$ cat src/rtl/cdc_bus_launch.sv
// ---------------------------------------------------------------------------
// cdc_bus_launch
//
// Source-domain launcher for a multi-bit bus-enable clock-domain crossing.
// A word is taken from a valid/ready interface and held stable on
// unsync_bus. bus_enable then runs a 4-phase req/ack handshake with the
// destination domain. The destination returns its synchronized copy of
// bus_enable as ack_async, and that signal is resynchronized here.
//
// Optional feature (macro CDC_LAUNCH_TIMEOUT_EN):
//   When the macro is defined, a watchdog aborts a handshake that sits in
//   REQ or RELEASE for TIMEOUT cycles. An abort drops bus_enable, returns
//   the FSM to IDLE without a done_pulse, and pulses timeout_err for one
//   cycle. When the macro is undefined, the FSM waits indefinitely.
//
// Parameters:
//   D_WIDTH  width of the crossing data word
//   STAGES   synchronizer depth on ack_async (>= 2)
//   TIMEOUT  watchdog limit in source cycles (used only with the macro)
//
// Ports:
//   CLK          source-domain clock
//   RST          asynchronous active-low reset
//   in_valid     source has a word to send
//   in_data      word to send (sampled only on accept)
//   in_ready     launcher can accept a word this cycle
//   unsync_bus   registered data toward the destination synchronizer
//   bus_enable   request level toward the destination
//   ack_async    acknowledge level from the destination domain
//   done_pulse   one-cycle pulse when a transfer completes
//   busy         FSM is not in IDLE
//   timeout_err  one-cycle abort pulse (only with CDC_LAUNCH_TIMEOUT_EN)
// ---------------------------------------------------------------------------
module cdc_bus_launch #(
    parameter int D_WIDTH = 8,
    parameter int STAGES  = 2,
    parameter int TIMEOUT = 255
) (
    input  logic               CLK,
    input  logic               RST,
    input  logic               in_valid,
    input  logic [D_WIDTH-1:0] in_data,
    output logic               in_ready,
    output logic [D_WIDTH-1:0] unsync_bus,
    output logic               bus_enable,
    input  logic               ack_async,
    output logic               done_pulse,
`ifdef CDC_LAUNCH_TIMEOUT_EN
    output logic               busy,
    output logic               timeout_err
`else
    output logic               busy
`endif
);

    // Reject parameter values that cannot work when the design is elaborated.
    if (STAGES < 2) begin : g_bad_stages
        $error("cdc_bus_launch: STAGES must be at least 2");
    end
    if (TIMEOUT < 1) begin : g_bad_timeout
        $error("cdc_bus_launch: TIMEOUT must be at least 1");
    end

    typedef enum logic [1:0] {
        IDLE    = 2'd0,
        SETUP   = 2'd1,
        REQ     = 2'd2,
        RELEASE = 2'd3
    } state_t;

    state_t            state;
    logic [STAGES-1:0] ack_sr;
    logic              ack_sync;

    // ack_async reaches the rest of the design only through this chain.
    // NOTE: the synchronizer flops are reset with the rest of the design, so
    // a stale acknowledge cannot leak through after reset.
    always_ff @(posedge CLK or negedge RST) begin
        if (!RST) begin
            ack_sr <= '0;
        end else begin
            ack_sr <= {ack_sr[STAGES-2:0], ack_async};
        end
    end

    assign ack_sync = ack_sr[STAGES-1];

    // RST appears in this term so that in_ready is low while reset is held,
    // even though the state register then reads IDLE.
    assign in_ready = RST && (state == IDLE) && !ack_sync;
    assign busy     = (state != IDLE);

`ifdef CDC_LAUNCH_TIMEOUT_EN
    localparam int CW = $clog2(TIMEOUT + 1);
    // The counter equals TIMEOUT-1 in the cycle before it would reach
    // TIMEOUT. Aborting on that edge drops bus_enable exactly TIMEOUT
    // cycles after the state was entered.
    localparam logic [CW-1:0] T_LAST = CW'(TIMEOUT - 1);
    logic [CW-1:0] wd_cnt;
`endif

    // NOTE: state and all registered outputs use non-blocking assignments so
    // that every branch sees pre-edge values, regardless of statement order.
    always_ff @(posedge CLK or negedge RST) begin
        if (!RST) begin
            state      <= IDLE;
            unsync_bus <= '0;
            bus_enable <= 1'b0;
            done_pulse <= 1'b0;
`ifdef CDC_LAUNCH_TIMEOUT_EN
            wd_cnt      <= '0;
            timeout_err <= 1'b0;
`endif
        end else begin
            // Pulses default low and are raised only on their event edge.
            done_pulse <= 1'b0;
`ifdef CDC_LAUNCH_TIMEOUT_EN
            timeout_err <= 1'b0;
`endif
            case (state)
                IDLE: begin
                    if (in_valid && in_ready) begin
                        unsync_bus <= in_data;
                        state      <= SETUP;
                    end
                end
                // Data has been stable for one cycle before the request rises.
                SETUP: begin
                    bus_enable <= 1'b1;
                    state      <= REQ;
`ifdef CDC_LAUNCH_TIMEOUT_EN
                    wd_cnt     <= '0;
`endif
                end
                REQ: begin
                    if (ack_sync) begin
                        bus_enable <= 1'b0;
                        state      <= RELEASE;
`ifdef CDC_LAUNCH_TIMEOUT_EN
                        wd_cnt     <= '0;
                    end else if (wd_cnt == T_LAST) begin
                        bus_enable  <= 1'b0;
                        timeout_err <= 1'b1;
                        state       <= IDLE;
                    end else begin
                        wd_cnt <= wd_cnt + 1'b1;
`endif
                    end
                end
                RELEASE: begin
                    if (!ack_sync) begin
                        done_pulse <= 1'b1;
                        state      <= IDLE;
`ifdef CDC_LAUNCH_TIMEOUT_EN
                    end else if (wd_cnt == T_LAST) begin
                        timeout_err <= 1'b1;
                        state       <= IDLE;
                    end else begin
                        wd_cnt <= wd_cnt + 1'b1;
`endif
                    end
                end
                default: state <= IDLE;
            endcase
        end
    end

endmodule

$ cat config.mk
export PLATFORM = sky130hd
export DESIGN_NAME = cdc_bus_launch
export DESIGN_NICKNAME = d
export VERILOG_FILES = /design/src/rtl/cdc_bus_launch.sv
export SDC_FILE = /design/constraint.sdc
export NUM_CORES = 1
export LEC_CHECK = 0
export CAP_MARGIN = 5
export CORE_MARGIN = 10
export CORE_UTILIZATION = 37
export DETAILED_ROUTE_END_ITERATION = 6
export GPL_TIMING_DRIVEN = 0
export PLACE_DENSITY = 0.73
export SLEW_MARGIN = 20
export SYNTH_ARGS = -nofsm -noshare
export SYNTH_HDL_FRONTEND = slang
export SYNTH_SLANG_ARGS = --single-unit
$ cat constraint.sdc
create_clock -name CLK -period 1.6 [get_ports CLK]
set_clock_uncertainty 0.2 [all_clocks]
set_input_delay 0.32 -clock CLK [delete_from_list [all_inputs] [get_ports CLK]]
set_output_delay 0.32 -clock CLK [all_outputs]
set_load 0.1 [all_outputs]
* Word level (Yosys, flattened, before mapping)
Cells that the tools add are included.
Word-level totals: bits in registers 14, output and inout bits 12, input bits 12
Cells by class: reductions and logical operators 10, eq/ne operators 6, mux-type cells 8
Operators with widths (number):
- one-hot mux 2 bit (4 select lines) | 1
- 2-to-1 mux 2 bit | 3
- equality test 2 bit (second input constant) | 2
- inequality test 2 bit (second input constant) | 2
- AND reduction 2 bit | 2
- nonzero test 2 bit | 2
- logical AND 1 bit | 3
- 2-to-1 mux 1 bit | 3
- AND reduction 3 bit | 1
- equality test 2 x 1 -> 1 bit (second input constant) | 1
- logical NOT 2 bit | 1
- inequality test 2 x 1 -> 1 bit (second input constant) | 1
- one-hot mux 1 bit (2 select lines) | 1
- logical NOT 1 bit | 1

* Longest topological paths before layout
Gate-level depths: netlist of the first run.
depth after elaboration 6, mapped depth 5

* Worst setup path after synthesis of the first run
Ideal clock, no wire load.
path kind register to output, start reg state[0], end out in_ready, setup slack -2354 ps, cell stages (with the launch flop) 5, data required time 1080 ps, arrival time 3434 ps, path buffers 0, cell sequence dfrtp_1 > inv_1 > ha_1 > inv_1 > nor3b_1
On the way: longest elaborated chain between the ends 3
RTL lines:
- from (decl) | RTL line 71 | state_t state;
- from (signal assigned) | RTL line 106 | state <= IDLE;
- from (signal assigned) | RTL line 124 | state <= SETUP;
- from (signal assigned) | RTL line 130 | state <= REQ;
- logical NOT 2 bit | RTL line 90 | assign in_ready = RST && (state == IDLE) && !ack_sync;
- logical AND 1 bit (2 in a row) | RTL line 90
- to (decl) | RTL line 43 | output logic in_ready,
Every way passes these cells.

* Worst setup path after layout of the first run
Same ends and word-level chain as after synthesis.

==> out/metrics.yaml, run 1 <==
min_period_ns: 1.938
drc: 0
status: "finished, violations left"
hold_path.class: "register to register"
gr-usage-all-layers_pct: 7.508
fp.dieW_um: 60.58
slew_violations: 0
grt_pass1_vias: 440
viasPerCell: 4.688
detail_route.iter0.violations: 5
syn_nets: 59
drv_cap: 0
fmax_mhz: 515.9
fillers: 113
cts.clk_slew.worst_paths_ns: 0.09
avgSynthCellArea_um2: 14.51
crit_type: "register to output pin"
place_area_um2: 890.9
die_y_um: 60.58
cp-start-kind: "register"
violations: "setup timing"
arrival_ns: 1.42
initial_utilization_pct: 39.98
crit_required_ns: 1.08
cts_max_path_buffers: 2
hold_viol_final: 0
drt_first_pass_iters: 3
dieArea_um2: 3670
rows: 14
clk_latency_ns: 0.28
end_kind: "output pin"
wl_per_cell_um: 14.30
core_area_um2: 1524
relSlewSlack_pct: 58.85
grt_setup_unrepaired: "true"
clkSinkCount: 14
gr-total-overflow: 0
ys_seq_elements: 14
cts_tree: "yes"
wl_um: 1330
place_ws_ns: -1.700
syn_inst: 42
cts-root-buf: "clkbuf_4"
drive_above_1_share_pct: 53.25
grt_max_degree: 15
setup_slack_ns: -0.3382
tightest_slew_ns: 0.6152
area_growth_pct: 61.19
gp_congestion: 0.6572
path_max_fanout: 2
yosys_warnings: 0
pin_count: 24
cts_max_level: 1
syn_area_um2: 609.3
vias: 436
port_buffers: 23
grt_pass1_wl_um: 2056
setup_violations: 12
period_share_pct: 121.1
antenna_found_initial: 0
diodes: 0
fin_area_um2: 982.2
synth_seq_area_share_pct: 57.49
final_nets: 95
synth_cell_types: 14
numCtsBuffers: 3
drtAntennaViolNets: 0
per-stage QoR:
step,instances,TNS [ns],hold WS [ns],utilization (%)
2_1_floorplan,42,-1.147,-0.1756,-
3_3_place_gp,81,-14.86,0.1349,58.46
3_5_place_dp,81,-15.23,0.1347,58.46
4_1_cts,92,-1.769,0.1630,62.56
5_1_grt,93,-3.316,0.1764,64.45
6_report,93,-2.479,0.1558,64.45
worst paths after layout:
kind	from	to	slack (ns)	cells after the start
min	ack_sr[0]	ack_sr[1]	0.16	0
min in group asynchronous	RST	ack_sr[0]	0.55	2
max	state[0]	in_ready	-0.34	5
min reg2reg	ack_sr[0]	ack_sr[1]	0.16	0
max in group asynchronous	RST	done_pulse	0.26	2
max reg2reg	state[0]	state[1]	-0.30	7
worst max-delay path, stage by stage, from the launching register on:
cell and delay, ns:
dfrtp_1 0.40, inv_2 0.09, ha_4 0.15, clkinvlp_4 0.09, nor3b_4 0.21, buf_12 0.20
state kept, by name, summed over array words and instances (netlist names):
| register | cells |
|---|---|
| bus_enable | 1 |
| unsync_bus | 8 |
| done_pulse | 1 |
| ack_sr | 2 |
| state | 2 |
placed cells by master (no fill, tap or decap):
cell             count
nand2b_1             1
buf_2                3
ha_4                 2
dfrtp_1             14
clkinvlp_4           1
a21boi_2             1
clkbuf_4            10
clkbuf_8             1
ha_1                 3
nor2_1               2
buf_4                7
mux2_4               1
nor2b_1              1
mux2_2               8
inv_1                1
o32a_1               1
dlygate4sd3_1        1
inv_2                2
mux2i_1              1
nand4b_2             1
buf_12               1
clkdlybuf4s50_1     10
clkdlybuf4s15_2      1
buf_6                1
nor3b_4              1
o22ai_1              1
cell usage after synthesis:
library cell	count	area, µm²
a21boi_0	1	7.510
dfrtp_1	14	350.3
ha_1	5	62.56
inv_1	4	15.01
mux2_2	8	90.09
mux2_4	1	15.01
mux2i_1	1	10.01
nand2b_1	1	6.260
nand4b_2	1	15.01
nor2_1	2	7.510
nor2b_1	1	6.260
nor3b_1	1	7.510
o22ai_1	1	6.260
o32a_1	1	10.01
routing by layer:
layer  vias to the layer above  wire [µm]  GRT usage [%]
met5                         -          0              0
met4                         0         23          3.762
met3                         5        133          3.967
met2                        13        682          12.08
met1                       204        491          7.841
li1                        214          -              -
area by class of cell:
| type | count | area [µm²] | share of cell area, % |
|---|---|---|---|
| clock buffer | 4 | 36.28 | 3.694 |
| inverter | 4 | 18.77 | 1.911 |
| multi-input combinational | 24 | 284.0 | 28.92 |
| sequential | 14 | 350.3 | 35.67 |
| tap | 16 | 20.02 | 2.038 |
| timing repair buffer | 31 | 272.8 | 27.77 |
timing repair:
action,CTS,global route
pin swaps,3,1
gates resized for setup,70,8
endpoints found under the hold margin,14,0
endpoints found under the setup margin,22,19
buffers inserted,7,1
hold buffers,1,0
logic make-up after synthesis:
logic type | synth area share [%]
AO/OA/AOI/OAI | 3.903
adder cells (fa/ha/maj) | 10.27
multiplexers | 18.89
flip-flops | 57.50
AND/OR/NAND/NOR | 6.983
buffers and inverters | 2.463
Power of run 1 is left out: the tool's default activity adds up to more than one toggle a clock period on the data nets, which glitch-free logic cannot reach.
==> run 2: changes to the inputs <==
--- a/config.mk
+++ b/config.mk
@@ -9,6 +9,7 @@
 export CORE_MARGIN = 10
 export CORE_UTILIZATION = 37
 export DETAILED_ROUTE_END_ITERATION = 6
+export GPL_ROUTABILITY_DRIVEN = 0
 export GPL_TIMING_DRIVEN = 0
 export PLACE_DENSITY = 0.73
 export SLEW_MARGIN = 20
==> results of run 2 <==
Final layout, timing and power as in run 1 (identical DEF).
Power of run 2 is left out for the same reason.
